$ cat src/rtl/dice_game_pkg.sv
// Shared types for the dice turn game: die colours, turn FSM states and
// the colour-to-step mapping used by the sequencer.
package dice_game_pkg;

  typedef enum logic [1:0] {
    COLOR_NONE = 2'b00,
    RED        = 2'b01,
    GREEN      = 2'b10,
    BLUE       = 2'b11
  } color_e;

  typedef enum logic [2:0] {
    IDLE      = 3'd0,
    ARM       = 3'd1,
    WAIT_DICE = 3'd2,
    MOVE      = 3'd3,
    CHECK     = 3'd4,
    DONE      = 3'd5
  } turn_state_e;

  function automatic logic [2:0] color_to_steps(input color_e color,
                                                input logic [2:0] r,
                                                input logic [2:0] g,
                                                input logic [2:0] b);
    logic [2:0] steps;
    case (color)
      RED:     steps = r;
      GREEN:   steps = g;
      BLUE:    steps = b;
      default: steps = 3'd0;
    endcase
    return steps;
  endfunction

endpackage

$ cat src/rtl/dice_turn_sequencer_level_hold_filter.sv
// Flags when a level input has stayed high for WHITE_HOLD_CYCLES consecutive
// cycles; the count restarts whenever the level drops or clear is asserted.
module level_hold_filter #(
  parameter int unsigned WHITE_HOLD_CYCLES = 1024
) (
  input  logic clk,
  input  logic reset,
  input  logic level_in,
  input  logic clear,
  output logic held
);

  localparam int unsigned CNT_W = $clog2(WHITE_HOLD_CYCLES + 1);
  localparam logic [CNT_W-1:0] CNT_MAX  = CNT_W'(WHITE_HOLD_CYCLES);
  localparam logic [CNT_W-1:0] CNT_LAST = CNT_W'(WHITE_HOLD_CYCLES - 1);

  logic [CNT_W-1:0] cnt_q, cnt_d;

  always_comb begin
    cnt_d = cnt_q;
    if (clear || !level_in)
      cnt_d = '0;
    else if (cnt_q != CNT_MAX)
      cnt_d = cnt_q + 1'b1;
  end

  always_ff @(posedge clk or posedge reset) begin
    if (reset)
      cnt_q <= '0;
    else
      cnt_q <= cnt_d;
  end

  // Fires on the last qualifying cycle so the consumer moves on the next edge.
  assign held = !clear && level_in && (cnt_q == CNT_LAST);

endmodule

$ cat src/rtl/dice_turn_sequencer.sv
// Turn sequencer for the dice board game: takes one die colour per armed turn,
// advances the active player on a saturating track and rotates turns.
module dice_turn_sequencer
  import dice_game_pkg::*;
#(
  parameter int unsigned NUM_PLAYERS       = 2,
  parameter int unsigned TRACK_LEN         = 30,
  parameter int unsigned RED_STEPS         = 1,
  parameter int unsigned GREEN_STEPS       = 2,
  parameter int unsigned BLUE_STEPS        = 3,
  parameter int unsigned WHITE_HOLD_CYCLES = 1024
) (
  input  logic        clk,
  input  logic        reset,
  input  logic        start,
  input  logic [1:0]  stable_color,
  input  logic        result_ready,
  input  logic        current_state_white,
  output logic [1:0]  active_player,
  output logic [31:0] player_pos,
  output logic        move_valid,
  output logic [2:0]  move_steps,
  output logic [1:0]  last_color,
  output logic        turn_armed,
  output logic        game_over,
  output logic [1:0]  winner,
  output logic [2:0]  dbg_state
);

  localparam logic [7:0] GOAL        = 8'(TRACK_LEN - 1);
  localparam logic [1:0] LAST_PLAYER = 2'(NUM_PLAYERS - 1);

  turn_state_e       state_q, state_d;
  logic [1:0]        ap_q, ap_d;
  logic [3:0][7:0]   pos_q, pos_d;
  logic              move_valid_q, move_valid_d;
  logic [2:0]        move_steps_q, move_steps_d;
  logic [1:0]        last_color_q, last_color_d;
  logic              turn_armed_q, turn_armed_d;
  logic              game_over_q, game_over_d;
  logic [1:0]        winner_q, winner_d;
  logic              white_held;
  logic [2:0]        steps;

  function automatic logic [7:0] sat_add(input logic [7:0] pos, input logic [2:0] inc);
    logic [8:0] sum;
    sum = {1'b0, pos} + {6'b0, inc};
    if (sum >= {1'b0, GOAL})
      return GOAL;
    return sum[7:0];
  endfunction

  level_hold_filter #(
    .WHITE_HOLD_CYCLES(WHITE_HOLD_CYCLES)
  ) u_white_hold (
    .clk     (clk),
    .reset   (reset),
    .level_in(current_state_white),
    .clear   ((state_q != ARM) || start),
    .held    (white_held)
  );

  assign steps = color_to_steps(color_e'(stable_color), 3'(RED_STEPS),
                                3'(GREEN_STEPS), 3'(BLUE_STEPS));

  always_comb begin
    state_d      = state_q;
    ap_d         = ap_q;
    pos_d        = pos_q;
    move_valid_d = 1'b0;
    move_steps_d = move_steps_q;
    last_color_d = last_color_q;
    game_over_d  = game_over_q;
    winner_d     = winner_q;
    if (start) begin
      state_d     = ARM;
      ap_d        = 2'd0;
      pos_d       = '0;
      game_over_d = 1'b0;
      winner_d    = 2'd0;
    end else begin
      case (state_q)
        ARM: if (white_held) state_d = WAIT_DICE;
        WAIT_DICE: begin
          if (result_ready && (stable_color != 2'b00)) begin
            state_d        = MOVE;
            pos_d[ap_q]    = sat_add(pos_q[ap_q], steps);
            move_valid_d   = 1'b1;
            move_steps_d   = steps;
            last_color_d   = stable_color;
          end
        end
        // Goal test is resolved here so game_over / turn advance are visible in CHECK.
        MOVE: begin
          state_d = CHECK;
          if (pos_q[ap_q] == GOAL) begin
            game_over_d = 1'b1;
            winner_d    = ap_q;
          end else begin
            ap_d = (ap_q == LAST_PLAYER) ? 2'd0 : ap_q + 2'd1;
          end
        end
        CHECK:   state_d = game_over_q ? DONE : ARM;
        IDLE, DONE: state_d = state_q;
        default: state_d = IDLE;
      endcase
    end
    turn_armed_d = (state_d == WAIT_DICE);
  end

  always_ff @(posedge clk or posedge reset) begin
    if (reset) begin
      state_q      <= IDLE;
      ap_q         <= 2'd0;
      pos_q        <= '0;
      move_valid_q <= 1'b0;
      move_steps_q <= 3'd0;
      last_color_q <= 2'd0;
      turn_armed_q <= 1'b0;
      game_over_q  <= 1'b0;
      winner_q     <= 2'd0;
    end else begin
      state_q      <= state_d;
      ap_q         <= ap_d;
      pos_q        <= pos_d;
      move_valid_q <= move_valid_d;
      move_steps_q <= move_steps_d;
      last_color_q <= last_color_d;
      turn_armed_q <= turn_armed_d;
      game_over_q  <= game_over_d;
      winner_q     <= winner_d;
    end
  end

  assign active_player = ap_q;
  assign player_pos    = pos_q;
  assign move_valid    = move_valid_q;
  assign move_steps    = move_steps_q;
  assign last_color    = last_color_q;
  assign turn_armed    = turn_armed_q;
  assign game_over     = game_over_q;
  assign winner        = winner_q;
  assign dbg_state     = state_q;

endmodule

$ cat config.mk
export PLATFORM = sky130hd
export DESIGN_NAME = dice_turn_sequencer
export DESIGN_NICKNAME = d
export VERILOG_FILES = /design/src/rtl/dice_game_pkg.sv /design/src/rtl/dice_turn_sequencer_level_hold_filter.sv /design/src/rtl/dice_turn_sequencer.sv
export SDC_FILE = /design/constraint.sdc
export NUM_CORES = 1
export LEC_CHECK = 0
export ABC_AREA = 1
export CORE_ASPECT_RATIO = 1.25
export CORE_MARGIN = 4
export CORE_UTILIZATION = 55
export CTS_BUF_LIST = sky130_fd_sc_hd__clkbuf_4
export CTS_CLUSTER_DIAMETER = 40
export CTS_CLUSTER_SIZE = 10
export DETAILED_ROUTE_END_ITERATION = 12
export PLACE_DENSITY = 0.84
export SLEW_MARGIN = 20
export SYNTH_ARGS = -nofsm -noshare
export SYNTH_HDL_FRONTEND = slang
export SYNTH_SLANG_ARGS = --single-unit
export TNS_END_PERCENT = 5
$ cat constraint.sdc
create_clock -name clk -period 3 [get_ports clk]
set_clock_uncertainty 0.1 [all_clocks]
set_input_delay 0.6 -clock clk [delete_from_list [all_inputs] [get_ports clk]]
set_output_delay 0.6 -clock clk [all_outputs]
set_load 0.03 [all_outputs]
==> impl_results.md <==
* Final period utilization at 0.941
* Max Buffers Root-to-Sink at 2
* Die W at around 75 um
* Internal at 1.07 mW
* Slew Limit Fails at 0
* Max cap viols at 0
* Distinct cell type count after synthesis at 33
* Area grow syn2layout at 25.4%
* Die height at a little over 90 um
* DP HPWL at around 6000 um
* Buf+Inv Stages, Crit Path at 2
* Synth Flop Type: dfrtp_1
* Global-route usage over all layers at 0.253
* Worst slew margin at 0.593
* Power share of the sequential group at 0.553
* Highest-count cells in the layout ignoring fill and taps: nand2_1, dfrtp_1, clkdlybuf4s50_1, nor2_1, inv_1
* H-Tree Depth at 3
* Combinational fraction of design power at 0.065
* DIE AREA at about 0.0068 mm2
* Critical path's top delay family: simple AND/OR/NAND/NOR gates
* Sequential cell area fraction in the yosys report at 0.465
* Slew @ Worst Pin at roughly 0.61 ns
* Gpl congestion at 0.893
* Critical path's largest stage delay at around 0.5 ns
* Initial DRC count at between 150 and 200
* Cells along the critical path: inv_2 > nand2_1 > o22ai_1 > nor2_1 > ha_1 > fa_1 > inv_1 > nand3_1 > nand2_1 > nor2_1 > nand2_1 > nor2_1 > nor2_4 > nand3_2 > nand2_1 > nand2_1
* Num Clock Sinks at 57
* Setup CP Type: flip-flop to flip-flop
* TNS Setup at 0 ns
* DRC at 0
* Crit path required time at between 3 and 4 ns
* VDD IR-drop max at about 0.00024 V
* Critical Path End Type: flip-flop
* Nets at between 400 and 500
* Worst hold-check path type: flip-flop to flip-flop
* First-pass GRT wire length at between 10000 and 15000 um
* Most frequent CP cell: nand2_1
* Post-synth EDFFs at 0
* Reg2Reg Capture Point: player_pos[12]
* Starting density of the core at 0.568
* Worst Hold End: u_white_hold.cnt_q[5]
* Post-synthesis cell count at just over 400
* Cell Pwr Density at roughly 370 mW/mm2
* Run status: complete, no violations
* Average size of a mapped cell at ~7.4 um2
* Commonest non-fill, non-tap cell in the layout: nand2_1
* Max FO, Critical Path at 8
* Clock power share at 0.382
* Layout cells sized above 1 at 0.107
* Vias per cell at approximately 5.3
* R2R setup slack at between 0.15 and 0.2 ns
* Vias in the first global route at just under 3000
* Hold depth at 1
* Post-layout util at 0.712
* Post-CTS Hold Buffers at 0
* Yosys warnings at 0
* Ys async rst share at 1.00
* Period minus WS final at approximately 2.8 ns
* Switching power at 0.353 mW
* Cell Rows at 30
* Worst skew pair latency at between 0.4 and 0.5 ns
* Post-route antenna net violation count at 0
* Hold_sp: u_white_hold.cnt_q[5]
* #FFs+latches synth at between 50 and 60
* Leakage Power at between 1.5 and 2 nW
* Switching Fraction at 0.247
* Slowest-stage cell, CP: dfrtp_2
* Final hold violations at 0
* Fmax at 354 MHz
* DRT Wirelength at between 7000 and 8000 um
* RSZ-0062 raised after global routing: false
* Vias after detailed routing at between 2000 and 3000
* Initial antenna violation count at 0
* CTS Buf Count at 9
* Root buffer cell: clkbuf_4
* Detailed Routing Iterations Pass 1 at 5
* WL/cell at 14.3 um
* CTS tree: done
* Worst EP arrival at ~3.0 ns
* Total gr overflow at 0
* Mapped cell area at roughly 0.0031 mm2
* Final setup fails at 0
* Worst-path clk slew at ~0.10 ns
* Placed cells at 533
* Reg2reg start: active_player[0]
* Diodes inserted at 0
* Post-synthesis net count at ~430
* IO buf count at 52
* Cell count of the worst reg-to-reg path at 16
* Largest net degree at the start of global routing at 31
* I/O pin cnt at 54
* CP Launch Type: flip-flop
* Core Footprint at between 0.005 and 0.006 mm2
* Final non-filler cell total at 549
==> Yosys cell counts (2+ instances only) <==
master | instances | area [um2]
inv_1 | 43 | 161
nand3_2 | 6 | 60.1
o31ai_1 | 2 | 15.0
nor2_2 | 4 | 25.0
nor2_1 | 49 | 184
o22ai_1 | 2 | 12.5
buf_4 | 4 | 30.0
inv_2 | 3 | 11.3
o211ai_1 | 2 | 15.0
a21oi_1 | 12 | 60.1
o21ai_0 | 9 | 45.0
nand2_2 | 5 | 31.3
nor3_2 | 2 | 20.0
nor3_1 | 4 | 20.0
nor4_1 | 2 | 12.5
clkbuf_1 | 3 | 11.3
nand3_1 | 26 | 130
nand4_1 | 6 | 37.5
ha_1 | 4 | 50.1
nand2_1 | 156 | 586
dfrtp_1 | 57 | 1430
buf_6 | 2 | 22.5
==> cell type report <==
class                   instances  area, um2
fillers                       458       1560
flip-flops and latches         57       1430
multi-input cells             300       1410
repair buffers                 65        631
inverters                      47        176
clock buffers                  11       82.6
well taps                      64       80.1
clock inverters                 5       46.3
==> worst max path at each step <==
| stage | start | endpoint | slack [ns] | cells after the start |
|---|---|---|---|---|
| floorplan | active_player[1] | player_pos[26] | 0.25 | 17 |
| global placement | stable_color[0] | player_pos[8] | 0.15 | 13 |
| detailed placement | stable_color[0] | player_pos[8] | 0.09 | 13 |
| CTS | active_player[0] | player_pos[8] | 0.11 | 16 |
| global route | active_player[0] | player_pos[12] | 0.01 | 16 |
| finish | active_player[0] | player_pos[12] | 0.18 | 16 |
==> through the flow <==
step	power [mW]	hold WS (ns)	setup slack (ns)	cell area, um2
2_1_floorplan	0.862	0.333	0.248	3070
3_3_place_gp	0.894	0.348	0.154	3710
3_5_place_dp	0.898	0.355	0.0882	3710
4_1_cts	1.44	0.369	0.106	3840
5_1_grt	1.48	0.390	0.0114	3850
6_report	1.43	0.368	0.176	3850
==> timing repair <==
action | CTS | global route
resized for setup | 0 | 3
buffers inserted | 0 | 0
setup endpoints to repair | 0 | 20
endpoints found under the hold margin | 0 | 0
==> state kept, by name, summed over array words and instances, names as in the netlist <==
name and count:
turn_armed 1, u_white_hold.cnt_q 11, move_steps 2, move_valid 1
dbg_state 3, winner 2, player_pos 32, active_player 2
last_color 2, game_over 1
==> per-layer routing <==
layer  track usage  wire length [um]  up-vias  share of wire
met5             0                 0        -              0
met4         0.131               259        0          0.033
met3        0.0609               469       22          0.060
met2         0.419              4020       97           0.51
met1         0.295              3080     1381           0.39
li1              -                 -     1426              -
==> logic make-up (layout without fill, tap and decap cells) <==
group                    count (synthesis)  in the layout  share of synthesized area
AO/OA/AOI/OAI                           29             29                     0.0530
XOR/XNOR                                 2              2                    0.00571
adder cells (fa/ha/maj)                  5              5                     0.0228
buffers and inverters                   57            128                     0.0799
flip-flops                              57             57                      0.465
other                                    1              1                    0.00122
AND/OR/NAND/NOR                        263            263                      0.373
==> power groups by stage <==
stage / Combinational [mW] / Sequential [mW] / Clock, mW
2_1_floorplan: 0.0563 / 0.806 / 0
3_3_place_gp: 0.0909 / 0.803 / 0
3_5_place_dp: 0.0941 / 0.804 / 0
4_1_cts: 0.0948 / 0.789 / 0.557
5_1_grt: 0.105 / 0.789 / 0.587
6_report: 0.0933 / 0.789 / 0.545
Note: power is estimated with default switching activity, not from simulation.
